### src/rtl/switch_led_pkg.sv
`default_nettype none
// ============================================================================
// Module      : switch_led_pkg
// Description : Shared mode encoding, LED pattern constants and pattern
//               stepping helpers for the switch/LED controller.
// Revision    : 1.0 - initial release
// ============================================================================
package switch_led_pkg;

    localparam int LED_COUNT = 4;

    typedef enum logic [1:0] {
        MODE_PASS  = 2'd0,
        MODE_CHASE = 2'd1,
        MODE_BLINK = 2'd2,
        MODE_COUNT = 2'd3
    } mode_t;

    localparam logic [LED_COUNT-1:0] CHASE_INIT   = 4'b0001;
    localparam logic [LED_COUNT-1:0] ZERO_PATTERN = '0;

    // Pattern loaded when a sequenced mode is (re)entered.
    function automatic logic [LED_COUNT-1:0] init_pattern(input mode_t mode);
        return (mode == MODE_CHASE) ? CHASE_INIT : ZERO_PATTERN;
    endfunction

    // Pattern after one step tick in a sequenced mode.
    function automatic logic [LED_COUNT-1:0] next_pattern(
        input mode_t                  mode,
        input logic [LED_COUNT-1:0]   pattern
    );
        logic [LED_COUNT-1:0] result;
        case (mode)
            MODE_CHASE: result = {pattern[LED_COUNT-2:0], pattern[LED_COUNT-1]};
            MODE_BLINK: result = ~pattern;
            MODE_COUNT: result = pattern + LED_COUNT'(1);
            default:    result = pattern;
        endcase
        return result;
    endfunction

endpackage : switch_led_pkg
`default_nettype wire

### src/rtl/switch_led_controller_debounce_filter.sv
`default_nettype none
// ============================================================================
// Module      : debounce_filter
// Description : Two-flop synchroniser plus stability counter for one raw
//               switch; emits the debounced level and a one-cycle rise pulse.
// Revision    : 1.0 - initial release
// ============================================================================
module debounce_filter #(
    parameter int DEBOUNCE_LIMIT = 250000
) (
    input  logic i_clk,
    input  logic i_rst,
    input  logic i_raw,
    output logic o_stable,
    output logic o_rise
);

    localparam int                 CNT_W      = $clog2(DEBOUNCE_LIMIT);
    localparam logic [CNT_W-1:0]   C_CNT_LAST = CNT_W'(DEBOUNCE_LIMIT - 1);

    logic             r_sync_meta;
    logic             r_sync;
    logic             r_stable;
    logic             r_rise;
    logic [CNT_W-1:0] r_count;

    always_ff @(posedge i_clk) begin
        if (i_rst) begin
            r_sync_meta <= 1'b0;
            r_sync      <= 1'b0;
            r_stable    <= 1'b0;
            r_rise      <= 1'b0;
            r_count     <= '0;
        end else begin
            r_sync_meta <= i_raw;
            r_sync      <= r_sync_meta;
            r_rise      <= 1'b0;
            if (r_sync == r_stable) begin
                r_count <= '0;
            end else if (r_count == C_CNT_LAST) begin
                // Accept the new level; the pulse is registered alongside it
                // so the arbiter sees the press on the very next edge.
                r_stable <= r_sync;
                r_rise   <= r_sync;
                r_count  <= '0;
            end else begin
                r_count <= r_count + CNT_W'(1);
            end
        end
    end

    assign o_stable = r_stable;
    assign o_rise   = r_rise;

endmodule : debounce_filter
`default_nettype wire

### src/rtl/switch_led_controller.sv
`default_nettype none
// ============================================================================
// Module      : switch_led_controller
// Description : Debounces four switches into mode selects and sequences the
//               four board LEDs (pass-through, chase, blink, binary count).
// Revision    : 1.0 - initial release
// ============================================================================
module switch_led_controller #(
    parameter int DEBOUNCE_LIMIT = 250000,
    parameter int STEP_LIMIT     = 6250000
) (
    input  logic       i_clk,
    input  logic       i_rst,
    input  logic       i_switch_1,
    input  logic       i_switch_2,
    input  logic       i_switch_3,
    input  logic       i_switch_4,
    output logic       o_led_1,
    output logic       o_led_2,
    output logic       o_led_3,
    output logic       o_led_4,
    output logic [1:0] o_mode
);

    import switch_led_pkg::*;

    localparam int                STEP_W      = $clog2(STEP_LIMIT);
    localparam logic [STEP_W-1:0] C_STEP_LAST = STEP_W'(STEP_LIMIT - 1);

    logic [LED_COUNT-1:0] w_raw;
    logic [LED_COUNT-1:0] w_stable;
    logic [LED_COUNT-1:0] w_rise;
    logic                 w_press;
    logic                 w_tick;
    mode_t                w_next_mode;

    mode_t                r_mode;
    logic [STEP_W-1:0]    r_step;
    logic [LED_COUNT-1:0] r_pattern;

    assign w_raw = {i_switch_4, i_switch_3, i_switch_2, i_switch_1};

    generate
        for (genvar gi = 0; gi < LED_COUNT; gi++) begin : g_debounce
            debounce_filter #(
                .DEBOUNCE_LIMIT(DEBOUNCE_LIMIT)
            ) u_debounce (
                .i_clk    (i_clk),
                .i_rst    (i_rst),
                .i_raw    (w_raw[gi]),
                .o_stable (w_stable[gi]),
                .o_rise   (w_rise[gi])
            );
        end
    endgenerate

    // Fixed priority: the lowest-numbered switch wins a simultaneous press.
    always_comb begin
        w_press     = |w_rise;
        w_next_mode = r_mode;
        if (w_rise[0]) begin
            w_next_mode = MODE_PASS;
        end else if (w_rise[1]) begin
            w_next_mode = MODE_CHASE;
        end else if (w_rise[2]) begin
            w_next_mode = MODE_BLINK;
        end else if (w_rise[3]) begin
            w_next_mode = MODE_COUNT;
        end
    end

    assign w_tick = (r_step == C_STEP_LAST);

    always_ff @(posedge i_clk) begin
        if (i_rst) begin
            r_mode    <= MODE_PASS;
            r_step    <= '0;
            r_pattern <= ZERO_PATTERN;
        end else if (w_press) begin
            // A press always restarts the sequence, even for the current mode.
            r_mode    <= w_next_mode;
            r_step    <= '0;
            r_pattern <= (w_next_mode == MODE_PASS) ? w_stable
                                                    : init_pattern(w_next_mode);
        end else begin
            r_step <= w_tick ? '0 : r_step + STEP_W'(1);
            if (r_mode == MODE_PASS) begin
                r_pattern <= w_stable;
            end else if (w_tick) begin
                r_pattern <= next_pattern(r_mode, r_pattern);
            end
        end
    end

    assign o_led_1 = r_pattern[0];
    assign o_led_2 = r_pattern[1];
    assign o_led_3 = r_pattern[2];
    assign o_led_4 = r_pattern[3];
    assign o_mode  = r_mode;

endmodule : switch_led_controller
`default_nettype wire

### config.mk
export PLATFORM = sky130hd
export DESIGN_NAME = switch_led_controller
export DESIGN_NICKNAME = d
export VERILOG_FILES = /design/src/rtl/switch_led_pkg.sv /design/src/rtl/switch_led_controller_debounce_filter.sv /design/src/rtl/switch_led_controller.sv
export SDC_FILE = /design/constraint.sdc
export NUM_CORES = 1
export LEC_CHECK = 0
export CORE_AREA = 2 2 120 122
export DETAILED_ROUTE_END_ITERATION = 16
export DIE_AREA = 0 0 122 124
export GPL_TIMING_DRIVEN = 0
export PLACE_DENSITY = 0.54
export SETUP_SLACK_MARGIN = 0.4
export SYNTH_ARGS = -nofsm -noshare
export SYNTH_HDL_FRONTEND = slang
export SYNTH_SLANG_ARGS = --single-unit
export TNS_END_PERCENT = 10
### constraint.sdc
create_clock -name i_clk -period 1.9 [get_ports i_clk]
set_input_delay 0.19 -clock i_clk [delete_from_list [all_inputs] [get_ports i_clk]]
set_output_delay 0.19 -clock i_clk [all_outputs]
set_load 0.01 [all_outputs]
==> results of run 1 <==
## through the flow
stage / hold slack [ns] / setup TNS, ns / setup WS, ns
global placement: 0.418 / -1.24 / -0.128
global route: 0.355 / 0 / 0.107
finish: 0.368 / 0 / 0.177
CTS: 0.351 / 0 / 0.207
floorplan: 0.318 / 0 / 0.277
detailed placement: 0.428 / -1.23 / -0.130
## kinds of logic (layout without fill, tap and decap cells)
logic type | Yosys count | in the layout | share of synthesized area
compound gates | 15 | 15 | 0.0211
mux | 6 | 6 | 0.0119
flops | 117 | 117 | 0.465
buf+inv | 25 | 95 | 0.0231
xor+xnor | 91 | 91 | 0.158
fa+ha+maj | 6 | 6 | 0.0149
simple gates | 300 | 300 | 0.306
## placed cells by master (no fill, tap or decap), drive strengths merged, types with 11 or more instances in the layout
cell,instances
nand4,19
nor2,125
xor2,50
nand2,32
clkbuf,26
nand3,37
clkdlybuf4s50,11
nor3,15
inv,11
buf,37
and3,18
dfxtp,117
xnor2,41
nor4,12
nor2b,12
## state kept, by name, indices dropped and copies added, names as in the netlist
register / cells
g_debounce.u_debounce.o_rise: 4
g_debounce.u_debounce.o_stable: 4
g_debounce.u_debounce.r_count: 72
g_debounce.u_debounce.r_sync: 4
g_debounce.u_debounce.r_sync_meta: 4
o_mode: 2
r_pattern: 4
r_step: 23
## per-layer routing
layer  vias to the layer above  part of all wire  global-route usage
met2                        34              0.46               0.224
met3                        14             0.033              0.0490
met4                         0             0.015              0.0582
li1                       2014                 -                   -
met5                         -                 0                   0
met1                      1822              0.49               0.181
## report_power, final
group	internal, mW	switching [mW]
clock	2.42	1.09
combinational	0.0499	0.0499
sequential	2.47	0.0118
## cell type report
cell class                      count  share of cell area
Buffer                             14              0.0182
Multi-Input combinational cell    418               0.432
Clock inverter                     10              0.0265
Tap cell                          180              0.0341
Clock buffer                       22              0.0718
Inverter                           11             0.00625
Sequential cell                   117               0.360
Timing Repair Buffer               38              0.0515
## final timing paths
| kind | startpoint | endpoint |
|---|---|---|
| setup / recovery | g_debounce[2].u_debounce.r_count[11] | g_debounce[2].u_debounce.o_rise |
| hold / removal | i_switch_1 | g_debounce[0].u_debounce.r_sync_meta |
| setup reg to reg | g_debounce[2].u_debounce.r_count[11] | g_debounce[2].u_debounce.o_rise |
| hold reg to reg | g_debounce[2].u_debounce.r_sync_meta | g_debounce[2].u_debounce.r_sync |
## repair_timing
action	4_1_cts	5_1_grt
setup endpoints to repair	105	106
buffers inserted	15	10
hold buffers	0	0
gates cloned	1	1
gates resized for setup	32	52
pin swaps	20	16
==> metrics, run 1 <==
status=finished, final reports clean; crit path kind=register to register; Syn Area/Cell=between 8 and 9 um2; die area=about 15,000 um2; Seq cells post-synth=~120; clk buf depth=2; Worst Hold Depth=2; top post-synthesis cells by area=dfxtp_1 (46%), nor2_1 (9.3%), xor2_1 (8.7%); Critical Path Source Type=register; sequential fraction of the synthesis area=0.465; critical path required time=between 2 and 2.5 ns; Tot Pwr=around 6 mW; post-layout instance area=between 6000 and 7000 um2; Worst EP arrival=between 2 and 2.5 ns; port bufs=11; Final Skew=~0.0066 ns; # fillers=approximately 1,300; min Tclk post-route=1.72 ns; slowest stage delay, CP=0.60 ns; drt first pass iters=4; crit path max fanout=4; Initial DRC Count=~280; FF-to-FF path depth=5; H-tree levels=4; Distinct cells, synth=46; Finished Core Util=0.481; first-pass GRT wire length=between 15,000 and 20,000 um; vias per cell=4.80; Crit path max-delay family=simple AND/OR/NAND/NOR gates; fmax=0.580 GHz; Post-synth ARST share=0; # setup viols final=0; worst vdd ir=about 0.00059 V; crit-path cells=nor4_4, nand4_1, or4_4, buf_6, nor4b_4; Cells after DPL=approximately 750; DP Wirelength=6590 um; commonest cells in the netlist=nor2_1 (125), dfxtp_1 (117), xor2_1 (50); Skew-Pair Late Insertion Delay=0.41 ns; Max-Cap Viols=0; Tot GR Track Use=0.143; number of buffers created by CTS=17; area share of the largest cell type after synthesis=0.465; slowest stage cell, crit path=or4_4; synthesized cell area=between 5000 and 6000 um2; Sink Count=about 120; hold crit path type=input port to register; Synth Flop Type=dfxtp_1; fin nets=roughly 630; total number of vias=~3,900; Worst-Margin Slew=about 0.48 ns; # IOs=12; diode count=0; share of cells above drive strength 1=0.210; total core area=between 10,000 and 15,000 um2; WP depth=5; multi-input logic area=around 2900 um2; antenna viol nets, final=0; relative slew slack=0.683; Syn Nets=~570; DRC violations left=0; Initial Utilization=0.367; Area Overhead vs Synth=31.1%; largest net degree at the start of global routing=17; Lkg Pwr=roughly 2.3 nW; Pwr Density=922 nW/um2; placed cell area=between 5000 and 6000 um2; RSZ-0062 raised after global routing=true; top-count cell post-synth=nor2_1; Post-Syn Instances=560; wire length per cell=roughly 13 um; Rows=43; die width=between 100 and 150 um; DIE HEIGHT=around 120 um; Crit path buffers/inverters=1; RD Place Congestion=0.771; worst reg2reg setup slack=about 0.18 ns; Final Cycle Share=0.907; vias in the first global route=roughly 3,800; crit end category=register; Slew Viols, Final=0; CTS clk-pin slew, worst paths=~0.050 ns; Layout Cells excl Fill=810; Yosys top cell by area=dfxtp_1; grt total ovfl=0; register area=about 2400 um2; CTS tree=yes; Hold Vio Cnt, Final=0; synth warn=0; Root Buffer=clkbuf_16; Post-synth EDFFs=0; initial antenna violation count=0; Post-Route WL=approximately 10,000 um
(Power assumes the default switching activity.)
==> inputs of run 2 (changes only) <==
- CORE_AREA: 2 2 120 122 -> 2 2 98 100
- DIE_AREA: 0 0 122 124 -> 0 0 100 102
- PLACE_DENSITY: 0.54 -> 0.74
- clock period: 1.9 -> 2.1 ns (I/O delays scaled with it)
==> run 2 against run 1 <==
Against the previous run:
- sequential power is 9.3% lower
- register-to-register slack better by 0.21 ns
- hold slack worse by 0.11 ns
- critical path depth is 4 lower
- sequential share of layout area is 2.7 points higher
- combinational power is 20% lower
==> metrics, run 2 (synthesized netlist as in run 1, its figures left out) <==
status=finished, final reports clean (unchanged); dpl ws=0.0796 ns (was -0.130 ns); Comb power frac=0.016 (about the same); total number of vias=3,861 (was 3,884); worst reg2reg setup slack=0.39 ns (was 0.18 ns); Sw Share=0.203 (was 0.189); crit path max fanout=6 (was 4); Slew Viols, Final=0 (unchanged); fin nets=609 (was 629); crit path kind=register to output port (was register to register); DP Wirelength=6410 um (was 6590 um); Largest register FFs=72 (unchanged); PnR worst setup slack=0.381 ns (was 0.177 ns); die width=100 um (was 122 um); RSZ-0062 raised after global routing=true (unchanged); largest register by flop count=g_debounce.u_debounce.r_count (unchanged); Final Cycle Share=0.819; Area Overhead vs Synth=20.8% (was 31.1%); clock network power share=0.535 (was 0.576); H-tree levels=4 (unchanged); vias in the first global route=3,830 (was 3,752); FF-to-FF path depth=6 (was 5); Max-Cap Viols=0 (unchanged); Pwr Density=821 nW/um2 (was 922 nW/um2); crit end category=output port (was register); most frequent cells in the layout=nor2_1 (118), dfxtp_1 (109), xor2_1 (50) (was nor2_1 (119), dfxtp_1 (98), xor2_1 (49)); worst vdd ir=0.000601 V (was 0.000595 V); fmax=roughly 0.58 GHz; Lkg Pwr=2.12 nW (was 2.35 nW); # IOs=12 (unchanged); final hold slack=0.259 ns (was 0.368 ns); wire length per cell=13.4 um (was 12.5 um); switching pwr=1.02 mW (was 1.15 mW); Reg-to-Reg Start=g_debounce[2].u_debounce.r_count[8] (was g_debounce[2].u_debounce.r_count[11]); Rows=35 (was 43); placed cell area=5290 um2 (was 5420 um2); Worst EP arrival=1.51 ns (was 2.05 ns); relative slew slack=0.656 (was 0.683); slowest stage cell, crit path=clkdlybuf4s50_1 (was or4_4); grt total ovfl=0 (unchanged); reg-to-reg endpoint=g_debounce[2].u_debounce.r_count[3] (was g_debounce[2].u_debounce.o_rise); largest net degree at the start of global routing=17 (unchanged); Sink Count=117 (unchanged); Root Buffer=clkbuf_8 (was clkbuf_16); first-pass GRT wire length=16,700 um (was 17,100 um); vias per cell=5.36 (was 4.80); Initial Utilization=0.553 (was 0.367); antenna viol nets, final=0 (unchanged); sequential share of power=0.449 (was 0.407); diode count=0 (unchanged); number of buffers created by CTS=17 (unchanged); CTS tree=yes (unchanged); die area=10,200 um2 (was 15,100 um2); clk buf depth=2 (unchanged); Hold-fix buffers, CTS=0 (unchanged); Final Skew=0.00636 ns (was 0.00659 ns); Post-Route WL=9670 um (was 10,100 um); slowest stage delay, CP=0.57 ns (was 0.60 ns); drt first pass iters=4 (unchanged); internal power=3.98 mW (was 4.94 mW); Crit path max-delay family=buffers and inverters (was simple AND/OR/NAND/NOR gates); Skew-Pair Late Insertion Delay=0.51 ns (was 0.41 ns); Hold Vio Cnt, Final=0 (unchanged); crit-path cells=clkdlybuf4s50_1 (was nor4_4, nand4_1, or4_4, buf_6, nor4b_4); Top Registers=g_debounce.u_debounce.r_count: 72 flops, r_step: 23 flops (unchanged); critical path required time=1.89 ns (was 2.23 ns); min Tclk post-route=approximately 1.7 ns; most common cell after layout, fill and taps aside=nor2_1 (unchanged); Crit path buffers/inverters=1 (unchanged); Critical Path Source Type=register (unchanged); Finished Core Util=0.668 (was 0.481); Worst-Margin Slew=0.516 ns (was 0.475 ns); setup TNS=0 ns (unchanged); post-layout instance area=6090 um2 (was 6600 um2); Cells after DPL=682 (was 751); Tot GR Track Use=0.206 (was 0.143); DIE HEIGHT=102 um (was 124 um); Layout Cells excl Fill=720 (was 810); Tot Pwr=5.00 mW (was 6.09 mW); Initial DRC Count=121 (was 275); port bufs=11 (unchanged); worst setup path end=o_led_1 (was g_debounce[2].u_debounce.o_rise); hold crit path type=input port to register (unchanged); hold_sp=i_switch_3 (was i_switch_1); DRC violations left=0 (unchanged); initial antenna violation count=0 (unchanged); # setup viols final=0 (unchanged); share of cells above drive strength 1=0.151 (was 0.210); RD Place Congestion=0.803 (was 0.771); CTS clk-pin slew, worst paths=0.05 ns (about the same); Worst Setup SP=r_pattern[0] (was g_debounce[2].u_debounce.r_count[11]); total core area=9110 um2 (was 13,700 um2); WP depth=1 (was 5)
==> run 2: changes by cell type in the layout (fill, tap and decap cells not counted), sizes merged <==
| cell | change |
|---|---|
| buf | -20 |
| bufinv | -4 |
| clkbuf | +1 |
| clkinvlp | +2 |
==> run 2: worst min path at each step <==
stage,slack (ns),to,cells past startpoint
final,0.26,g_debounce[2].u_debounce.r_sync_meta,2
after global routing,0.25,g_debounce[2].u_debounce.r_sync_meta,2
after CTS,0.25,g_debounce[2].u_debounce.r_sync_meta,2
after detailed placement,0.43,g_debounce[2].u_debounce.r_sync,1
after global placement,0.42,g_debounce[2].u_debounce.r_count[0],1
after floorplan,0.34,g_debounce[0].u_debounce.r_sync_meta,1
==> run 2: repair_timing <==
item	4_1_cts	5_1_grt
cloned	1	0
gates resized for setup	26	26
endpoints found under the setup margin	87	94
endpoints found under the hold margin	0	0
setup buffers	6	0
pin swaps	10	6
==> run 2: layout make-up <==
type	count	area (um2)
buffer	14	110
clock buffer	23	487
clock inverter	8	73.8
fill	728	3020
inverter	11	41.3
multi-input combinational	418	2710
sequential	117	2350
tap	111	139
timing repair buffer	18	179
==> run 2: power by group through the flow <==
stage	sequential, mW	combinational, mW	clock (mW)
detailed placement	2.29	0.0680	0
CTS	2.25	0.0781	2.71
finish	2.25	0.0801	2.67
floorplan	2.29	0.0453	0
global route	2.25	0.0885	2.82
global placement	2.29	0.0660	0
==> run 2: metal layers <==
metal  GRT usage  share of wire  vias up
li1            -              -     1972
met1       0.244           0.47     1824
met2       0.352           0.49       51
met3      0.0602          0.027       14
met4      0.0843          0.016        0
met5           0              0        -
